--- src/rtl/sparc_mem_pkg.sv ---
// Shared definitions for the SPARC data-RAM access controller: op3 codes, FSM
// state encoding, status codes and access-size decode helpers.
package sparc_mem_pkg;

    localparam logic [5:0] OP_LDSB = 6'b001001;
    localparam logic [5:0] OP_LDSH = 6'b001010;
    localparam logic [5:0] OP_LD   = 6'b000000;
    localparam logic [5:0] OP_LDUB = 6'b000001;
    localparam logic [5:0] OP_LDUH = 6'b000010;
    localparam logic [5:0] OP_LDD  = 6'b000011;
    localparam logic [5:0] OP_STB  = 6'b000101;
    localparam logic [5:0] OP_STH  = 6'b000110;
    localparam logic [5:0] OP_ST   = 6'b000100;
    localparam logic [5:0] OP_STD  = 6'b000111;

    typedef enum logic [2:0] {
        ST_IDLE    = 3'd0,
        ST_ACCESS  = 3'd1,
        ST_RELEASE = 3'd2,
        ST_DONE    = 3'd3,
        ST_FAIL    = 3'd4
    } state_t;

    localparam logic [1:0] ERR_OK       = 2'b00;
    localparam logic [1:0] ERR_MISALIGN = 2'b01;
    localparam logic [1:0] ERR_TIMEOUT  = 2'b10;
    localparam logic [1:0] ERR_ILLEGAL  = 2'b11;

    typedef enum logic [1:0] {
        SZ_BYTE   = 2'd0,
        SZ_HALF   = 2'd1,
        SZ_WORD   = 2'd2,
        SZ_DOUBLE = 2'd3
    } acc_size_t;

    function automatic acc_size_t access_size(input logic [5:0] op);
        case (op)
            OP_LDSB, OP_LDUB, OP_STB: access_size = SZ_BYTE;
            OP_LDSH, OP_LDUH, OP_STH: access_size = SZ_HALF;
            OP_LDD, OP_STD:           access_size = SZ_DOUBLE;
            default:                  access_size = SZ_WORD;
        endcase
    endfunction

    function automatic logic op_legal(input logic [5:0] op);
        case (op)
            OP_LDSB, OP_LDSH, OP_LD, OP_LDUB, OP_LDUH,
            OP_LDD, OP_STB, OP_STH, OP_ST, OP_STD: op_legal = 1'b1;
            default:                               op_legal = 1'b0;
        endcase
    endfunction

    function automatic logic op_is_store(input logic [5:0] op);
        case (op)
            OP_STB, OP_STH, OP_ST, OP_STD: op_is_store = 1'b1;
            default:                       op_is_store = 1'b0;
        endcase
    endfunction

    function automatic logic is_aligned(input acc_size_t sz, input logic [2:0] lo);
        case (sz)
            SZ_BYTE:   is_aligned = 1'b1;
            SZ_HALF:   is_aligned = (lo[0] == 1'b0);
            SZ_WORD:   is_aligned = (lo[1:0] == 2'b00);
            SZ_DOUBLE: is_aligned = (lo == 3'b000);
            default:   is_aligned = 1'b0;
        endcase
    endfunction

    // Doubles are issued to the RAM as two plain word accesses.
    function automatic logic [5:0] ram_op(input logic [5:0] op);
        case (op)
            OP_LDD:  ram_op = OP_LD;
            OP_STD:  ram_op = OP_ST;
            default: ram_op = op;
        endcase
    endfunction

endpackage

--- src/rtl/mfc_sync.sv ---
// Two-flop synchronizer for the RAM's MFC handshake line.
module mfc_sync (
    input  logic clk,
    input  logic reset,
    input  logic d,
    output logic q
);
    logic meta_r;
    logic sync_r;

    // Two-stage capture of the asynchronous handshake.
    always_ff @(posedge clk or posedge reset) begin
        if (reset) begin
            meta_r <= 1'b0;
            sync_r <= 1'b0;
        end else begin
            meta_r <= d;
            sync_r <= meta_r;
        end
    end

    assign q = sync_r;
endmodule

--- src/rtl/mem_access_ctrl.sv ---
// Load/store controller in front of the SPARC data RAM: alignment check, MFA/MFC
// handshake, ldd/std split. Define MFC_SYNC_EN to synchronize MFC through mfc_sync.
module mem_access_ctrl
    import sparc_mem_pkg::*;
#(
    parameter int ADDR_W  = 9,
    parameter int TIMEOUT = 16
) (
    input  logic              clk,
    input  logic              reset,
    input  logic              req,
    input  logic [5:0]        opcode,
    input  logic [ADDR_W-1:0] addr,
    input  logic [31:0]       wr_data_hi,
    input  logic [31:0]       wr_data_lo,
    output logic [31:0]       rd_data_hi,
    output logic [31:0]       rd_data_lo,
    output logic              busy,
    output logic              done,
    output logic [1:0]        err,
    output logic              MFA,
    output logic [5:0]        ram_opcode,
    output logic [ADDR_W-1:0] ram_address,
    output logic [31:0]       ram_DataIn,
    input  logic [31:0]       ram_DataOut,
    input  logic              MFC
);
    localparam int CW = $clog2(TIMEOUT + 1);

    state_t            state_r, next_state_s;
    acc_size_t         size_r, req_size_s;
    logic              is_store_r, second_r;
    logic [ADDR_W-1:0] addr_r;
    logic [31:0]       wlo_r;
    logic [CW-1:0]     tmo_cnt_r;
    logic              tmo_hit_s, mfc_s, req_legal_s, req_aligned_s;
    logic              mfa_nxt_s, done_nxt_s, busy_nxt_s;
    logic [1:0]        err_nxt_s;

`ifdef MFC_SYNC_EN
    mfc_sync u_mfc_sync (
        .clk   (clk),
        .reset (reset),
        .d     (MFC),
        .q     (mfc_s)
    );
`else
    assign mfc_s = MFC;
`endif

    assign req_size_s    = access_size(opcode);
    assign req_legal_s   = op_legal(opcode);
    assign req_aligned_s = is_aligned(req_size_s, addr[2:0]);
    assign tmo_hit_s     = (tmo_cnt_r == CW'(TIMEOUT - 1));

    // State register.
    always_ff @(posedge clk or posedge reset) begin
        if (reset) state_r <= ST_IDLE;
        else       state_r <= next_state_s;
    end

    // Next-state logic; MFC takes priority over an expiring timeout.
    always_comb begin
        next_state_s = state_r;
        case (state_r)
            ST_IDLE: begin
                if (req) begin
                    if (!req_legal_s || !req_aligned_s) next_state_s = ST_FAIL;
                    else                                next_state_s = ST_ACCESS;
                end else begin
                    next_state_s = ST_IDLE;
                end
            end
            ST_ACCESS: begin
                if (mfc_s)          next_state_s = ST_RELEASE;
                else if (tmo_hit_s) next_state_s = ST_FAIL;
                else                next_state_s = ST_ACCESS;
            end
            ST_RELEASE: begin
                if (!mfc_s) begin
                    if (size_r == SZ_DOUBLE && !second_r) next_state_s = ST_ACCESS;
                    else                                  next_state_s = ST_DONE;
                end else if (tmo_hit_s) begin
                    next_state_s = ST_FAIL;
                end else begin
                    next_state_s = ST_RELEASE;
                end
            end
            ST_DONE, ST_FAIL: next_state_s = ST_IDLE;
            default:          next_state_s = ST_IDLE;
        endcase
    end

    // Output decode from the next state so the handshake outputs come straight from flops.
    always_comb begin
        mfa_nxt_s  = (next_state_s == ST_ACCESS);
        busy_nxt_s = (next_state_s != ST_IDLE);
        done_nxt_s = (next_state_s == ST_DONE) || (next_state_s == ST_FAIL);
        err_nxt_s  = ERR_OK;
        if (next_state_s == ST_FAIL) begin
            if (state_r == ST_IDLE) err_nxt_s = req_legal_s ? ERR_MISALIGN : ERR_ILLEGAL;
            else                    err_nxt_s = ERR_TIMEOUT;
        end else begin
            err_nxt_s = ERR_OK;
        end
    end

    // Handshake and status output registers.
    always_ff @(posedge clk or posedge reset) begin
        if (reset) begin
            MFA  <= 1'b0;
            busy <= 1'b0;
            done <= 1'b0;
            err  <= ERR_OK;
        end else begin
            MFA  <= mfa_nxt_s;
            busy <= busy_nxt_s;
            done <= done_nxt_s;
            err  <= err_nxt_s;
        end
    end

    // Per-edge timeout counter, restarted on every state change.
    always_ff @(posedge clk or posedge reset) begin
        if (reset)                            tmo_cnt_r <= '0;
        else if (next_state_s != state_r)     tmo_cnt_r <= '0;
        else if (state_r == ST_ACCESS ||
                 state_r == ST_RELEASE)       tmo_cnt_r <= tmo_cnt_r + CW'(1'b1);
        else                                  tmo_cnt_r <= '0;
    end

    // Request latch, RAM drive and read-data capture.
    always_ff @(posedge clk or posedge reset) begin
        if (reset) begin
            size_r      <= SZ_BYTE;
            is_store_r  <= 1'b0;
            second_r    <= 1'b0;
            addr_r      <= '0;
            wlo_r       <= 32'h0;
            ram_opcode  <= 6'b000000;
            ram_address <= '0;
            ram_DataIn  <= 32'h0;
            rd_data_hi  <= 32'h0;
            rd_data_lo  <= 32'h0;
        end else begin
            case (state_r)
                ST_IDLE: begin
                    if (req) begin
                        size_r     <= req_size_s;
                        is_store_r <= op_is_store(opcode);
                        second_r   <= 1'b0;
                        addr_r     <= addr;
                        wlo_r      <= wr_data_lo;
                        if (next_state_s == ST_ACCESS) begin
                            ram_opcode  <= ram_op(opcode);
                            ram_address <= addr;
                            ram_DataIn  <= wr_data_hi;
                        end
                    end
                end
                ST_ACCESS: begin
                    if (mfc_s && !is_store_r) begin
                        if (second_r) begin
                            rd_data_lo <= ram_DataOut;
                        end else begin
                            rd_data_hi <= ram_DataOut;
                            if (size_r != SZ_DOUBLE) rd_data_lo <= 32'h0;
                        end
                    end
                end
                ST_RELEASE: begin
                    if (next_state_s == ST_ACCESS) begin
                        second_r    <= 1'b1;
                        ram_address <= addr_r + ADDR_W'(3'd4);
                        ram_DataIn  <= wlo_r;
                    end
                end
                default: ;
            endcase
        end
    end

endmodule

--- config.mk ---
export PLATFORM = sky130hd
export DESIGN_NAME = mem_access_ctrl
export DESIGN_NICKNAME = d
export VERILOG_FILES = /design/src/rtl/sparc_mem_pkg.sv /design/src/rtl/mfc_sync.sv /design/src/rtl/mem_access_ctrl.sv
export SDC_FILE = /design/constraint.sdc
export NUM_CORES = 1
export LEC_CHECK = 0
export BUFFER_PORTS_ARGS = -buffer_cell sky130_fd_sc_hd__buf_2
export CELL_PAD_IN_SITES_DETAIL_PLACEMENT = 1
export CELL_PAD_IN_SITES_GLOBAL_PLACEMENT = 2
export CORE_ASPECT_RATIO = 2
export CORE_MARGIN = 5
export CORE_UTILIZATION = 33
export DETAILED_ROUTE_END_ITERATION = 6
export HOLD_SLACK_MARGIN = 0.1
export PLACE_DENSITY_LB_ADDON = 0.1
export SYNTH_ARGS = -nofsm -noshare
export SYNTH_HDL_FRONTEND = slang
export SYNTH_SLANG_ARGS = --single-unit
--- constraint.sdc ---
create_clock -name clk -period 7.02 [get_ports clk]
set_clock_uncertainty 0.15 [all_clocks]
set_input_delay 0.351 -clock clk [delete_from_list [all_inputs] [get_ports clk]]
set_output_delay 0.351 -clock clk [all_outputs]
set_load 0.01 [all_outputs]
==> metrics <==
status complete, no violations; main flop type after synthesis dfrtp_1; RSZ-0062 raised after global routing false; initial antenna violation count 0; hold depth 3; post-synthesis async set-or-reset flop share 100%; synthesized cell area 7190 µm²; Detailed Route Iter0 Violations 94; global placement routability congestion 0.801; Total GRT Usage around 17%; switch share 32.2%; fmax 311 MHz; max-slew violation count 0; later-pin clock latency in the skew report 0.42 ns; CP Capture Type flop; CP Launch Type flop; post-synthesis sequential area ratio 58.8%; # DRC 0; effective utilization at floorplan 33.4%; Distinct cells, synth 45; largest net degree at the start of global routing 97; combinational power share 34.1%; Pleak 4.76 nW; Num CTS Buffers 17; Buf+Inv Stages, Crit Path 1; HP Class in2reg; number of routed nets with antenna violations 0; first-pass GRT wire length 33,300 µm; Final Cycle Share 45.9%; Nets about 980; net switching power about 1.3 mW; CP Max Fanout 41; critical path class reg2reg; synthesis-to-layout area growth 39.7%; Warnings, synthesis 0; # IOs between 200 and 250; number of setup buffers added after CTS 0; worst slew pin tran approximately 0.95 ns; VDD IR-drop max 0.203 mV; WL per Instance around 18 µm; FF/Latch Area 4230 µm²; clock share of power 25.5%; # port buffers 230; Avg Inst Size Synth 12.9 µm²; Max-cap violations 0; Core Footprint 21,500 µm²; vias in the first global route 6,229; worst r2r path cells 9; Worst-path clk slew 0.07 ns; Setup WS pre-CTS between 3 and 4 ns; most used cell, CP ha_1; Std-Cell Rows 76; top cell type's share of synthesized area a little under 60%; Synth Net Count 677; Final min period 3.22 ns; detailed-route wire length between 20,000 and 25,000 µm; Yosys reg bits 169; Sink Count 169; final setup margin 3.80 ns; DR vias/cell 4.73; Initial DRT Pass Iterations 5; Mapped Cells 555; WP data required 7.18 ns; critical path arrival 3.38 ns; die height 219 µm; Longest Clk Path Bufs 2; CTS tree built; critical path, cell by cell ha_1 -> and3_1 -> ha_1 -> or3b_1 -> a211oi_2 -> a31oi_2 -> nor3_4 -> buf_4 -> mux2_2; Root Buffer clkbuf_16; Reg2Reg Setup Slack 3.80 ns; CP max stage delay ~0.52 ns; slew margin rel. 36.6%; fillers 2,347; H-tree depth 4; Synth area leader dfrtp_1; area of the multi-input gates 2810 µm²; layout cells sized above 1 approximately 48%; global route total overflow 0; Tot Pwr between 3 and 4 mW; P_int 2.65 mW; final core occ a little under half; PwrDens 390 nW/µm²; via count 5,425; n_diodes 0; Area contributors post-synth dfrtp_1, mux2_2, nand2_1; WP depth 9; CP max-delay cell buf_4; Fin. Hold Viols 0; DPL Wire Length around 15,000 µm; delay-heaviest family, CP simple AND/OR/NAND/NOR gates; Die X 114 µm; setup violators final 0; total die area 25,000 µm²; sequential power share ~40%; TNS Setup 0 ns; Post-synth EDFFs 0
-- cell usage after synthesis, types with 2 or more instances --
master	number
o21ai_0	39
dfrtp_1	169
ha_1	7
buf_6	4
buf_2	8
nor2b_1	2
xor2_1	5
nand3_1	8
inv_1	10
and2_1	2
xnor2_1	3
o21ai_1	2
a31oi_1	2
a21oi_1	7
nor3_1	6
nand2_1	74
nor3b_1	2
clkbuf_1	15
o21a_1	2
mux2_2	143
nor2_1	11
mux2_1	8
and3_1	2
nor4b_1	2
nand2b_1	2
-- power by group through the flow --
stage	combinational (mW)	sequential, mW	clock (mW)
2_1_floorplan	0.741	1.66	0
3_3_place_gp	1.30	1.58	0
3_5_place_dp	1.34	1.60	0
4_1_cts	1.38	1.59	1.03
5_1_grt	1.47	1.63	1.08
6_report	1.34	1.58	0.996
-- stage by stage --
stage / hold slack (ns) / cell area (µm²) / instances
floorplan: 0.291 / 7190 / 555
global placement: 0.304 / 8620 / 1037
detailed placement: 0.321 / 8620 / 1037
CTS: 0.104 / 10000 / 1147
global route: 0.105 / 10000 / 1147
finish: 0.130 / 10000 / 1147
-- metal layers --
metal,GRT usage (%),up-vias,wire (µm),part of all wire (%)
met1,17.8,2695,7450,36
met5,0,-,0,0
met3,4.49,24,1190,5.8
met4,5.95,0,454,2.2
met2,32.7,161,11500,56
li1,-,2545,-,-
-- flip-flops by register name (all words and copies together), names as in the netlist --
name,flops
MFA,1
addr_r,9
busy,1
done,1
err,2
is_store_r,1
ram_DataIn,32
ram_address,9
ram_opcode,6
rd_data_hi,32
rd_data_lo,32
second_r,1
size_r,2
state_r,3
tmo_cnt_r,5
wlo_r,32
-- cells by family after synthesis --
logic type | Yosys count | share of synthesized area (%)
AOI/OAI and AO/OA | 61 | 4.84
and+or+nand+nor | 121 | 7.87
buffers and inverters | 38 | 2.59
muxes | 151 | 23.7
xor gates and xnor gates | 8 | 0.975
DFF | 169 | 58.8
adders and majority gates | 7 | 1.22
-- area by class of cell --
cell class / count / share of cell area (%)
Timing Repair Buffer: 315 / 19.8
Clock buffer: 23 / 4.96
Clock inverter: 9 / 1.36
Multi-Input combinational cell: 348 / 27.9
Sequential cell: 169 / 42.1
Tap cell: 273 / 3.40
Inverter: 10 / 0.424
-- timing repair --
item                       in CTS  in global routing
hold buffers                   78                  0
setup endpoints to repair       0                  0
hold endpoints to repair      205                  0
resized for setup               0                  0
-- tightest hold or removal path, stage by stage --
cell,delay (ns)
buf_2,0.07
mux2_2,0.13
mux2_2,0.13
-- path summary, 6_finish.rpt --
check,startpoint,endpoint
setup / recovery,tmo_cnt_r[0],ram_DataIn[0]
hold reg to reg,rd_data_lo[25],rd_data_lo[25]
hold / removal,wr_data_hi[14],ram_DataIn[14]
max in group asynchronous,reset,err[0]
min in group asynchronous,reset,rd_data_hi[2]
setup reg to reg,tmo_cnt_r[0],ram_DataIn[0]
-- cells in the final DEF, fill, tap and decap left out, types with 2 or more instances in the layout --
master / count
nor3_1: 6
inv_6: 2
nand3_1: 8
buf_4: 7
bufinv_16: 3
dfrtp_1: 169
nand2_1: 74
a31oi_1: 2
xor2_1: 5
nor3b_1: 2
clkbuf_16: 17
nand2b_1: 2
nor2_1: 10
and3_1: 2
nor4b_1: 2
o21a_1: 2
clkinv_4: 2
a21oi_1: 7
buf_2: 230
mux2_1: 8
inv_1: 9
and2_1: 2
dlygate4sd3_1: 78
ha_1: 7
clkbuf_8: 5
mux2_2: 143
nor2b_1: 2
o21ai_0: 39
clkinvlp_4: 2
xnor2_1: 3
No activity file was read; power rests on OpenSTA's default activity.
